### src/rtl/traffic_ctrl_multi_if.sv
// traffic_ctrl_multi_if: control/lamp bundle between synchronisers, controller and lamp drivers
// Signals: tick, sensor_sync[N_DIR], wr_req[N_DIR], prog_sync (to controller);
//          lights[3*N_DIR], walk[N_DIR], wr_clear[N_DIR], phase[PW] (from controller)
// master = stimulus/synchroniser side, slave = controller side.
interface traffic_ctrl_multi_if #(
  parameter int N_DIR = 2,
  parameter int PW = N_DIR > 1 ? $clog2(N_DIR) : 1
);
  logic tick;
  logic [N_DIR-1:0] sensor_sync;
  logic [N_DIR-1:0] wr_req;
  logic prog_sync;
  logic [3*N_DIR-1:0] lights;
  logic [N_DIR-1:0] walk;
  logic [N_DIR-1:0] wr_clear;
  logic [PW-1:0] phase;
  modport master (output tick, sensor_sync, wr_req, prog_sync, input lights, walk, wr_clear, phase);
  modport slave (input tick, sensor_sync, wr_req, prog_sync, output lights, walk, wr_clear, phase);
endinterface

### src/rtl/traffic_ctrl_multi.sv
// traffic_ctrl_multi: N_DIR round-robin traffic light controller with tick timer, green extension and walk phase
// Ports: clk (rising edge), g_reset (async, active-high), bus (traffic_ctrl_multi_if.slave):
//   in  tick, sensor_sync[N_DIR], wr_req[N_DIR], prog_sync
//   out lights[3*N_DIR] ({R,Y,G} per direction), walk[N_DIR], wr_clear[N_DIR], phase
// Option macro TRAFFIC_SKIP_IDLE_EN: phase advance jumps to the next direction with sensor_sync set.
module traffic_ctrl_multi #(
  parameter int N_DIR = 2,
  parameter int CNT_W = 8,
  parameter int T_GRN = 6,
  parameter int T_EXT = 3,
  parameter int T_YEL = 2,
  parameter int T_RED = 1,
  parameter int T_WALK = 4
) (
  input logic clk,
  input logic g_reset,
  traffic_ctrl_multi_if.slave bus
);
  localparam int PW = N_DIR > 1 ? $clog2(N_DIR) : 1;
  typedef enum logic [2:0] {ALL_RED, GREEN, GREEN_EXT, YELLOW, WALK} state_t;
  state_t state, state_n;
  logic [CNT_W-1:0] timer, dur;
  logic [PW-1:0] phase, phase_adv;
  logic [N_DIR-1:0] lat, snap, clr;
  logic prog, done, walk_done, adv;
  function automatic logic [PW-1:0] wrap(input int v);
    return PW'(v >= N_DIR ? v - N_DIR : v);
  endfunction
  assign prog = bus.prog_sync;
  assign dur = state == ALL_RED ? CNT_W'(T_RED) :
               state == GREEN ? CNT_W'(T_GRN) :
               state == GREEN_EXT ? CNT_W'(T_EXT) :
               state == YELLOW ? CNT_W'(T_YEL) : CNT_W'(T_WALK);
  assign done = bus.tick && timer == dur - 1'b1;
  assign walk_done = done && !prog && state == WALK;
  assign adv = walk_done || (done && !prog && state == YELLOW && lat == '0);
  // nearest waiting direction wins: scan far-to-near so the closest overwrites
  always_comb begin
    phase_adv = wrap(int'(phase) + 1);
`ifdef TRAFFIC_SKIP_IDLE_EN
    for (int k = N_DIR - 1; k >= 1; k--)
      if (bus.sensor_sync[wrap(int'(phase) + k)]) phase_adv = wrap(int'(phase) + k);
`endif
  end
  always_ff @(posedge clk or posedge g_reset)
    if (g_reset) state <= ALL_RED;
    else state <= state_n;
  always_comb begin
    state_n = state;
    if (prog) state_n = ALL_RED;
    else if (done)
      case (state)
        ALL_RED: state_n = GREEN;
        GREEN: state_n = bus.sensor_sync[phase] ? GREEN_EXT : YELLOW;
        GREEN_EXT: state_n = YELLOW;
        YELLOW: state_n = lat != '0 ? WALK : ALL_RED;
        default: state_n = ALL_RED;
      endcase
  end
  // requests for directions being served, or arriving with their clear pulse, are absorbed
  always_ff @(posedge clk or posedge g_reset)
    if (g_reset) begin
      timer <= '0;
      phase <= '0;
      lat <= '0;
      snap <= '0;
      clr <= '0;
    end else begin
      timer <= (prog || done) ? '0 : timer + CNT_W'(bus.tick);
      phase <= prog ? '0 : adv ? phase_adv : phase;
      lat <= (lat & ~(walk_done ? snap : '0)) | (bus.wr_req & ~clr & ~(state == WALK ? snap : '0));
      snap <= (prog || walk_done) ? '0 : (state == YELLOW && state_n == WALK) ? lat : snap;
      clr <= walk_done ? snap : '0;
    end
  always_comb begin
    bus.lights = '0;
    for (int i = 0; i < N_DIR; i++)
      bus.lights[3*i +: 3] = PW'(i) != phase ? 3'b100 :
                             (state == GREEN || state == GREEN_EXT) ? 3'b001 :
                             state == YELLOW ? 3'b010 : 3'b100;
    bus.walk = snap;
    bus.wr_clear = clr;
    bus.phase = phase;
  end
endmodule

### src/flat_wrapper.sv
// flat-port wrapper written by rule: the top's interface ports become plain ports
module traffic_ctrl_multi_flat 
#(
  parameter int N_DIR = 2,
  parameter int CNT_W = 8,
  parameter int T_GRN = 6,
  parameter int T_EXT = 3,
  parameter int T_YEL = 2,
  parameter int T_RED = 1,
  parameter int T_WALK = 4
)
  (clk, g_reset, bus_tick, bus_sensor_sync, bus_wr_req, bus_prog_sync, bus_lights, bus_walk, bus_wr_clear, bus_phase);
  traffic_ctrl_multi_if #(.N_DIR(N_DIR)) bus_i ();
  input logic clk;
  input logic g_reset;
  input wire logic [$bits(bus_i.tick)-1:0] bus_tick;
  input wire logic [$bits(bus_i.sensor_sync)-1:0] bus_sensor_sync;
  input wire logic [$bits(bus_i.wr_req)-1:0] bus_wr_req;
  input wire logic [$bits(bus_i.prog_sync)-1:0] bus_prog_sync;
  output wire logic [$bits(bus_i.lights)-1:0] bus_lights;
  output wire logic [$bits(bus_i.walk)-1:0] bus_walk;
  output wire logic [$bits(bus_i.wr_clear)-1:0] bus_wr_clear;
  output wire logic [$bits(bus_i.phase)-1:0] bus_phase;
  assign bus_i.tick = bus_tick;
  assign bus_i.sensor_sync = bus_sensor_sync;
  assign bus_i.wr_req = bus_wr_req;
  assign bus_i.prog_sync = bus_prog_sync;
  assign bus_lights = bus_i.lights;
  assign bus_walk = bus_i.walk;
  assign bus_wr_clear = bus_i.wr_clear;
  assign bus_phase = bus_i.phase;
  traffic_ctrl_multi #(.N_DIR(N_DIR), .CNT_W(CNT_W), .T_GRN(T_GRN), .T_EXT(T_EXT), .T_YEL(T_YEL), .T_RED(T_RED), .T_WALK(T_WALK)) u_core (.clk(clk), .g_reset(g_reset), .bus(bus_i));
endmodule
### config.mk
export PLATFORM = sky130hd
export DESIGN_NAME = traffic_ctrl_multi_flat
export DESIGN_NICKNAME = d
export VERILOG_FILES = /design/src/rtl/traffic_ctrl_multi_if.sv /design/src/rtl/traffic_ctrl_multi.sv /design/src/flat_wrapper.sv
export SDC_FILE = /design/constraint.sdc
export NUM_CORES = 1
export LEC_CHECK = 0
export CAP_MARGIN = 5
export CORE_MARGIN = 3
export CORE_UTILIZATION = 56
export CTS_CLUSTER_SIZE = 25
export DETAILED_ROUTE_END_ITERATION = 7
export MAX_ROUTING_LAYER = met4
export PLACE_DENSITY = 0.87
export SYNTH_ARGS = -nofsm -noshare
export SYNTH_HDL_FRONTEND = slang
export SYNTH_SLANG_ARGS = --single-unit
### constraint.sdc
create_clock -name clk -period 5.55 [get_ports clk]
set_input_delay 1.3875 -clock clk [delete_from_list [all_inputs] [get_ports clk]]
set_output_delay 1.3875 -clock clk [all_outputs]
set_load 0.1 [all_outputs]
==> results of run 1 <==
[cells in the final DEF (no fill, tap or decap), drive strengths merged, types with 3 or more instances in the layout]
| cell type | count |
|---|---|
| clkbuf | 3 |
| inv | 6 |
| and3 | 6 |
| dfrtp | 18 |
| nor3 | 12 |
| nand3 | 8 |
| nor2 | 4 |
| nor3b | 3 |
| clkdlybuf4s50 | 18 |
| a21oi | 3 |
| o21ai | 5 |
| xor2 | 7 |
| ha | 4 |
| nand2b | 3 |
| nand2 | 4 |
[layout make-up]
type	count	area, um2	share of cell area, %
timing repair buffer	18	180	13.6
inverter	6	22.5	1.70
tap	25	31.3	2.36
multi-input combinational	87	621	46.7
sequential	18	450	33.9
clock buffer	3	22.5	1.70
[power groups by stage]
stage,logic [mW],registers (mW),clock network [mW]
after global routing,0.271,0.160,0.0700
after floorplan,0.202,0.154,0
after global placement,0.242,0.159,0
after detailed placement,0.249,0.160,0
after CTS,0.250,0.158,0.0642
final,0.251,0.158,0.0628
[worst reg2reg max path, delay by kind of cell, from the launching register on]
family	cells	cell delay [ps]
AOI/OAI and AO/OA	1	210
and+or+nand+nor	3	970
adders and majority gates	2	490
xor gates and xnor gates	1	220
DFF	1	500
[routing by layer]
metal  share of wire (%)  up-vias  global-route usage (%)
met2                  48       41                    37.1
met5                   0        -                       -
met3                 5.7        6                    2.92
met1                  45      465                    28.1
met4                 1.1        0                    4.48
li1                    -      462                       -
[kinds of logic after synthesis]
| kind of cell | after synthesis | share of synthesized area (%) |
|---|---|---|
| AOI/OAI and AO/OA | 22 | 14.2 |
| buffers and inverters | 11 | 5.31 |
| DFF | 18 | 39.8 |
| adders and majority gates | 4 | 4.42 |
| muxes | 1 | 0.996 |
| and+or+nand+nor | 52 | 29.1 |
| xor gates and xnor gates | 8 | 6.19 |
[flip-flops by register name, indices dropped and copies added, names as in the netlist]
register / cells
u_core.lat: 2
u_core.bus.walk: 2
u_core.bus.wr_clear: 2
u_core.state: 3
u_core.bus.phase: 1
u_core.timer: 8
[worst paths after layout]
check / endpoint / cells after the start / start
max: bus_lights[0] / 3 / u_core.state[0]$_DFF_PP0_
min: u_core.lat[1]$_DFF_PP0_ / 1 / u_core.lat[1]$_DFF_PP0_
max reg2reg: u_core.bus.walk[1]$_DFFE_PP0P_ / 7 / u_core.state[2]$_DFF_PP0_
min reg2reg: u_core.lat[1]$_DFF_PP0_ / 1 / u_core.lat[1]$_DFF_PP0_
max in group asynchronous: u_core.bus.phase$_DFFE_PP0P_ / 2 / g_reset
min in group asynchronous: u_core.bus.wr_clear[0]$_DFF_PP0_ / 2 / g_reset
==> flow_metrics.tcl, run 1 <==
set metrics [dict create \
    status "finished, final reports clean" \
    final.min_clock_period_ps 3860 \
    n_antenna_cell 0 \
    pin_count 19 \
    vias_per_cell 6.20 \
    die_h_um 50.9 \
    cts_tree "built" \
    vias 974 \
    pre_cts_slack_ps 2000 \
    layout.cells.non_filler 157 \
    p_comb_share_pct 53.2 \
    p_int_uw 240 \
    placed_cell_area_um2 1310 \
    finalInstanceArea_um2 1330 \
    worstPathMaxFanout 11 \
    overflow 0 \
    fmax_ghz 0.259 \
    path_buf_inv 1 \
    synth_warnings 0 \
    power_leakage_nw 0.539 \
    synth_area_leader_cell "dfrtp_1" \
    synth_cell_type_count 43 \
    dieArea_um2 2590 \
    slew_headroom_pct 34.4 \
    synthArstFlopShare_pct 100 \
    setup-tns-final_ps 0 \
    maxCapViolations 0 \
    cts-buffers-inserted 3 \
    core_area_um2 1820 \
    rsz0062_at_grt "false" \
    grt_max_degree 21 \
    firstDrtPassIters 4 \
    synthFlopType "dfrtp_1" \
    cp-start-kind "register" \
    switching_share_pct 49.2 \
    row_count 15 \
    cts_setup_buffers 0 \
    worstSetupPathType "register to output port" \
    report.final.slew_viol_count 0 \
    synth_nets 128 \
    root_buffer "clkbuf_4" \
    drc_errors 0 \
    yosysSeqAreaShare_pct 39.8 \
    dpl.cell_count 154 \
    crit_arrival_ps 2470 \
    cts_resized 0 \
    cp.required_ps 4160 \
    clk_pin_slew_ps 90 \
    synth.most_common_cell "dfrtp_1" \
    drive_gt1_share_pct 12.9 \
    syn_area_per_cell_um2 9.75 \
    drtIter0Drc 27 \
    syn_to_final_growth_pct 17.4 \
    p_switching_uw 232 \
    syn_area_um2 1130 \
    start_util_pct 62.1 \
    max_stage_delay_ps 1190 \
    setup_viol 0 \
    clockBufferDepth 2 \
    synthTopCellsByArea "dfrtp_1, xor2_1, nor3_1" \
    synth_edf_count 0 \
    dieWidth_um 50.9 \
    antenna_found_initial 0 \
    grt_pass1_vias 982 \
    cts.sinks 18 \
    r2r_slack_ps 3000 \
    synth-seq-cells 18 \
    final_nets 146 \
    clkPwrFrac_pct 13.3 \
    worst_slew_pin_slew_ps 981 \
    htreeDepth 1 \
    synth_cells 116 \
    final_core_util_pct 72.9 \
    seqPwrFrac_pct 33.5 \
    skew_ps 2.53 \
    critPathTopFamily "buffers and inverters" \
    layout_worst_path_cycle_share_pct 69.6 \
    post-dp-hpwl_mm 1.81 \
    final.fill_count 141 \
    power_uw 471 \
    finalHoldViolations 0 \
    path_cells "nand2b_1 > a211oi_1 > clkdlybuf4s50_1" \
    critPathSlowestCell "clkdlybuf4s50_1" \
    port_buffers 18 \
    globalRouteTotalUtil_pct 21.9 \
    antenna_left 0 \
    grt_pass1_wl_mm 4.34 \
    synth.top_cells.by_count "dfrtp_1, nor3_1, nand3_1, xor2_1, inv_1" \
    drt_wl_total_mm 2.42 \
    min_path_type "register to register" \
    finalWorstSetupSlack_ps 1690 \
    wl_per_cell_um 15.4 \
    netlist.area_leader.share_pct 39.8 \
    fin_hold_ws_ps 543 \
    place.gp.congestion 0.931 \
    cp-end-kind "output port" \
    clk_latency_ps 280 \
    ir_drop_mv 0.242 \
    powerDensity_nw_per_um2 355 \
    cts-hold-fix-buffers 0 \
]
No activity file was read; power rests on OpenSTA's default activity.
==> run 2, diff against run 1 <==
--- a/config.mk
+++ b/config.mk
@@ -7,11 +7,11 @@
 export LEC_CHECK = 0
 export CAP_MARGIN = 5
 export CORE_MARGIN = 3
-export CORE_UTILIZATION = 56
+export CORE_UTILIZATION = 52
 export CTS_CLUSTER_SIZE = 25
 export DETAILED_ROUTE_END_ITERATION = 7
 export MAX_ROUTING_LAYER = met4
-export PLACE_DENSITY = 0.87
+export PLACE_DENSITY = 0.82
 export SYNTH_ARGS = -nofsm -noshare
 export SYNTH_HDL_FRONTEND = slang
 export SYNTH_SLANG_ARGS = --single-unit
==> constraint.sdc (replaced) <==
create_clock -name clk -period 3.69 [get_ports clk]
set_input_delay 0.9225 -clock clk [delete_from_list [all_inputs] [get_ports clk]]
set_output_delay 0.9225 -clock clk [all_outputs]
set_load 0.1 [all_outputs]
==> run 2 against run 1 <==
Effect of this change: clock skew rose by 3.4 ps; setup slack worse by 780 ps; largest power group unchanged; first-iteration DRC count is 7.4% higher; via count is 2.2% lower; sequential share of layout area up 0.13 points; routed wire length rose by 0.99%; core utilization fell by 6.9 points.
==> flow_metrics.tcl, run 2 (same netlist as run 1, synthesis figures left out) <==
set metrics [dict create \
    core_area_um2 2000 \
    worstSetupPathType "register to output port" \
    layout_worst_path_cycle_share_pct 75.5 \
    htreeDepth 1 \
    globalRouteTotalUtil_pct 21.9 \
    path_buf_inv 1 \
    fmax_ghz 0.359 \
    cp.required_ps 2770 \
    grt_pass1_wl_mm 4.28 \
    worst_slew_pin_slew_ps 972 \
    drive_gt1_share_pct 19.7 \
    grt_pass1_vias 930 \
    root_buffer "clkbuf_4" \
    row_count 16 \
    grt_max_degree 21 \
    crit_arrival_ps 1860 \
    cts_tree "built" \
    skew_ps 5.90 \
    final.min_clock_period_ps 2780 \
    drtIter0Drc 29 \
    largest_register "u_core.timer" \
    finalInstanceArea_um2 1320 \
    rsz0062_at_grt "false" \
    finalWorstSetupSlack_ps 905 \
    place.gp.congestion 0.866 \
    layout_common_cells "dfrtp_1, nor3_1, clkdlybuf4s50_1" \
    placed_cell_area_um2 1300 \
    finalHoldViolations 0 \
    cts-hold-fix-buffers 0 \
    worstPathMaxFanout 3 \
    cp-start-kind "register" \
    n_antenna_cell 0 \
    pre_cts_slack_ps 1080 \
    syn_to_final_growth_pct 16.9 \
    status "finished, final reports clean" \
    setup_viol 0 \
    dieArea_um2 2770 \
    start_util_pct 56.5 \
    setup-tns-final_ps 0 \
    ir_drop_mv 0.405 \
    drt_wl_total_mm 2.45 \
    die_h_um 52.6 \
    cts_resized 0 \
    max_stage_delay_ps 1150 \
    vias 953 \
    min_path_type "register to register" \
    cts-buffers-inserted 3 \
    largest_reg_flops 8 \
    pin_count 19 \
    power_leakage_nw 0.551 \
    overflow 0 \
    layout_commonest_cell "dfrtp_1" \
    port_buffers 18 \
    clockBufferDepth 2 \
    clk_latency_ps 300 \
    fin_hold_ws_ps 562 \
    clk_pin_slew_ps 100 \
    maxCapViolations 0 \
    report.final.slew_viol_count 0 \
    final_nets 146 \
    critPathSlowestCell "clkdlybuf4s50_1" \
    post-dp-hpwl_mm 1.87 \
    firstDrtPassIters 4 \
    antenna_left 0 \
    cp-end-kind "output port" \
    critPathTopFamily "buffers and inverters" \
    wl_per_cell_um 15.4 \
    dieWidth_um 52.6 \
    drc_errors 0 \
    powerDensity_nw_per_um2 539 \
    vias_per_cell 5.99 \
    antenna_found_initial 0 \
    slew_headroom_pct 35.0 \
    cts.sinks 18 \
    path_cells "clkdlybuf4s50_1" \
    cts_setup_buffers 0 \
    top_regs "u_core.timer (8), u_core.state (3)" \
]
-- run 2: cell types whose count changed in the layout (fill, tap and decap cells not counted) --
cell and change:
a211oi_1 -2, clkdlybuf4s50_1 -7, buf_4 +7, a211oi_2 +2
-- run 2: per-stage QoR --
step,power (mW),instances,util (%)
after detailed placement,0.617,156,64.9
after global placement,0.604,156,64.9
final,0.713,159,66.1
after global routing,0.759,159,66.1
after CTS,0.712,159,66.1
after floorplan,0.541,116,-
-- run 2: worst register-to-register path, delay by kind of cell, from the launching register on --
family	cells	cell delay, ps
fa+ha+maj	2	490
flops	1	520
compound gates	1	160
xor+xnor	1	210
simple gates	3	1060
-- run 2: routing by layer --
| metal | vias up | GRT usage [%] | part of all wire [%] |
|---|---|---|---|
| li1 | 459 | - | - |
| met1 | 463 | 28.8 | 45 |
| met2 | 26 | 33.7 | 49 |
| met3 | 5 | 1.71 | 4.0 |
| met4 | 0 | 11.9 | 2.0 |
| met5 | - | - | 0 |
-- run 2: path summary, 6_finish.rpt --
path / from / endpoint / slack, ps / depth (start not counted)
setup / recovery: u_core.bus.walk[1]$_DFFE_PP0P_ / bus_walk[1] / 910 / 1
hold / removal: u_core.lat[1]$_DFF_PP0_ / u_core.lat[1]$_DFF_PP0_ / 560 / 1
setup reg to reg: u_core.state[2]$_DFF_PP0_ / u_core.state[2]$_DFF_PP0_ / 1180 / 7
hold reg to reg: u_core.lat[1]$_DFF_PP0_ / u_core.lat[1]$_DFF_PP0_ / 560 / 1
max in group asynchronous: g_reset / u_core.state[1]$_DFF_PP0_ / 2240 / 2
min in group asynchronous: g_reset / u_core.bus.walk[1]$_DFFE_PP0P_ / 1010 / 2
-- run 2: layout make-up --
type,instances,area [um2]
flip-flops and latches,18,450
multi-input cells,87,631
inverters,6,22.5
well taps,27,33.8
clock buffers,3,22.5
repair buffers,18,163
fillers,164,679
-- run 2: power breakdown --
| part | switching, mW | internal, mW | total (mW) |
|---|---|---|---|
| clock | 0.0601 | 0.0381 | 0.0982 |
| combinational | 0.269 | 0.109 | 0.378 |
| sequential | 0.0251 | 0.212 | 0.237 |
==> run 3, diff against run 2 <==
==> constraint.sdc (replaced) <==
create_clock -name clk -period 2.6 [get_ports clk]
set_input_delay 0.65 -clock clk [delete_from_list [all_inputs] [get_ports clk]]
set_output_delay 0.65 -clock clk [all_outputs]
set_load 0.1 [all_outputs]
==> run 3 against run 2 <==
Effect of this change: critical path depth increased by 6; total power increased by 54%; sequential cell count unchanged; clock-buffer cell count unchanged; critical path type is now register to register; largest cell class unchanged; highest routed layer unchanged.
==> flow_metrics.tcl, run 3 (same netlist as run 1, synthesis figures left out) <==
set metrics [dict create \
    top_layer_used "met4" \
    vias_per_cell 6.06 \
    grt_pass1_wl_mm 4.09 \
    switching_share_pct 47.0 \
    min_path_type "register to register" \
    drt_wl_total_mm 2.40 \
    antenna_left 0 \
    clk_latency_ps 290 \
    worstSetupPathType "register to register" \
    maxCapViolations 0 \
    cp-start-kind "register" \
    layout_common_cells "dfrtp_1, nor3_1, buf_4" \
    clockBufferDepth 2 \
    layout_worst_path_cycle_share_pct 93.3 \
    cts_tree "built" \
    cts_resized 0 \
    largest_reg_flops 8 \
    worstPathMaxFanout 11 \
    final.fill_count 160 \
    finalInstanceArea_um2 1440 \
    crit_arrival_ps 2640 \
    met3_length_um 82 \
    place.gp.congestion 0.935 \
    p_int_uw 582 \
    p_switching_uw 517 \
    m1WireLength_mm 1.09 \
    cts_setup_buffers 0 \
    dieWidth_um 52.6 \
    rsz0062_at_grt "false" \
    report.final.slew_viol_count 0 \
    drc_errors 0 \
    cp-end-kind "register" \
    wl_per_cell_um 14.7 \
    ir_drop_mv 0.571 \
    drive_gt1_share_pct 26.5 \
    finalHoldViolations 0 \
    fmax_ghz 0.412 \
    grt_pass1_vias 912 \
    multi_input_area_um2 651 \
    grt_max_degree 19 \
    p_comb_share_pct 57.2 \
    drtIter0Drc 25 \
    clk_pin_slew_ps 90 \
    start_util_pct 56.5 \
    top_regs "u_core.timer (8), u_core.state (3)" \
    overflow 0 \
    final_nets 150 \
    htreeDepth 1 \
    met2_length_mm 1.19 \
    placed_cell_area_um2 1420 \
    vias 988 \
    power_leakage_nw 0.602 \
    layout.area.seq_um2 450 \
    powerDensity_nw_per_um2 765 \
    cp.required_ps 2820 \
    cts.sinks 18 \
    worst_slew_pin_slew_ps 689 \
    pin_count 19 \
    largest_register "u_core.timer" \
    skew_ps 5.14 \
    final.min_clock_period_ps 2420 \
    antenna_found_initial 0 \
    finalWorstSetupSlack_ps 175 \
    layout_commonest_cell "dfrtp_1" \
    globalRouteTotalUtil_pct 20.7 \
    pre_cts_slack_ps 204 \
    slew_headroom_pct 54.0 \
    die_h_um 52.6 \
    row_count 16 \
    setup_viol 0 \
    seqPwrFrac_pct 30.7 \
    core_area_um2 2000 \
    post-dp-hpwl_mm 1.94 \
    root_buffer "clkbuf_4" \
    n_antenna_cell 0 \
    syn_to_final_growth_pct 27.1 \
    cts-hold-fix-buffers 0 \
    clkPwrFrac_pct 12.0 \
    cts-buffers-inserted 3 \
    dieArea_um2 2770 \
    firstDrtPassIters 4 \
    port_buffers 18 \
    status "finished, final reports clean" \
]
[run 3: changes by cell type in the layout (fill, tap and decap cells not counted), sizes merged]
cell,delta
clkdlybuf4s50,-4
buf,+8
[run 3: metal layers]
layer  up-vias  GRT usage [%]
met5         -              -
met4         0           8.94
met3         5           1.71
met2        27           33.3
met1       481           26.8
li1        475              -
[run 3: cell type report]
type,count,area share [%]
inverters,6,1.57
repair buffers,22,17.9
well taps,27,2.35
flip-flops and latches,18,31.3
clock buffers,3,1.57
multi-input cells,87,45.3
[run 3: critical path, cell delays in order, from the launching register on]
cell,delay (ps)
dfrtp_1,500
or2_2,320
ha_1,200
ha_1,280
xor2_1,210
nand3_2,170
or4_1,530
a21oi_1,150
[run 3: power groups by stage]
stage | logic [mW] | clock network [mW] | registers [mW]
3_3_place_gp | 0.608 | 0 | 0.339
6_report | 0.629 | 0.132 | 0.338
4_1_cts | 0.631 | 0.138 | 0.336
3_5_place_dp | 0.630 | 0 | 0.342
5_1_grt | 0.678 | 0.146 | 0.343
2_1_floorplan | 0.453 | 0 | 0.330
[run 3: path summary, 6_finish.rpt]
check / start / to / slack [ps] / depth (start not counted)
worst max-delay path: u_core.state[0]$_DFF_PP0_ / u_core.state[2]$_DFF_PP0_ / 180 / 7
worst min-delay path: u_core.lat[1]$_DFF_PP0_ / u_core.lat[1]$_DFF_PP0_ / 540 / 1
worst max register to register: u_core.state[0]$_DFF_PP0_ / u_core.state[2]$_DFF_PP0_ / 180 / 7
worst min register to register: u_core.lat[1]$_DFF_PP0_ / u_core.lat[1]$_DFF_PP0_ / 540 / 1
max in group asynchronous: g_reset / u_core.bus.phase$_DFFE_PP0P_ / 1410 / 2
min in group asynchronous: g_reset / u_core.timer[1]$_DFF_PP0_ / 750 / 2
[run 3: stage by stage]
stage / utilization [%] / setup TNS [ps] / hold WS (ps) / total power [mW] / std cells
floorplan: - / -577 / 486 / 0.783 / 116
global placement: 70.7 / 0 / 509 / 0.947 / 160
detailed placement: 70.7 / 0 / 525 / 0.971 / 160
CTS: 71.8 / 0 / 547 / 1.11 / 163
global route: 71.8 / 0 / 566 / 1.17 / 163
finish: 71.8 / 0 / 545 / 1.10 / 163
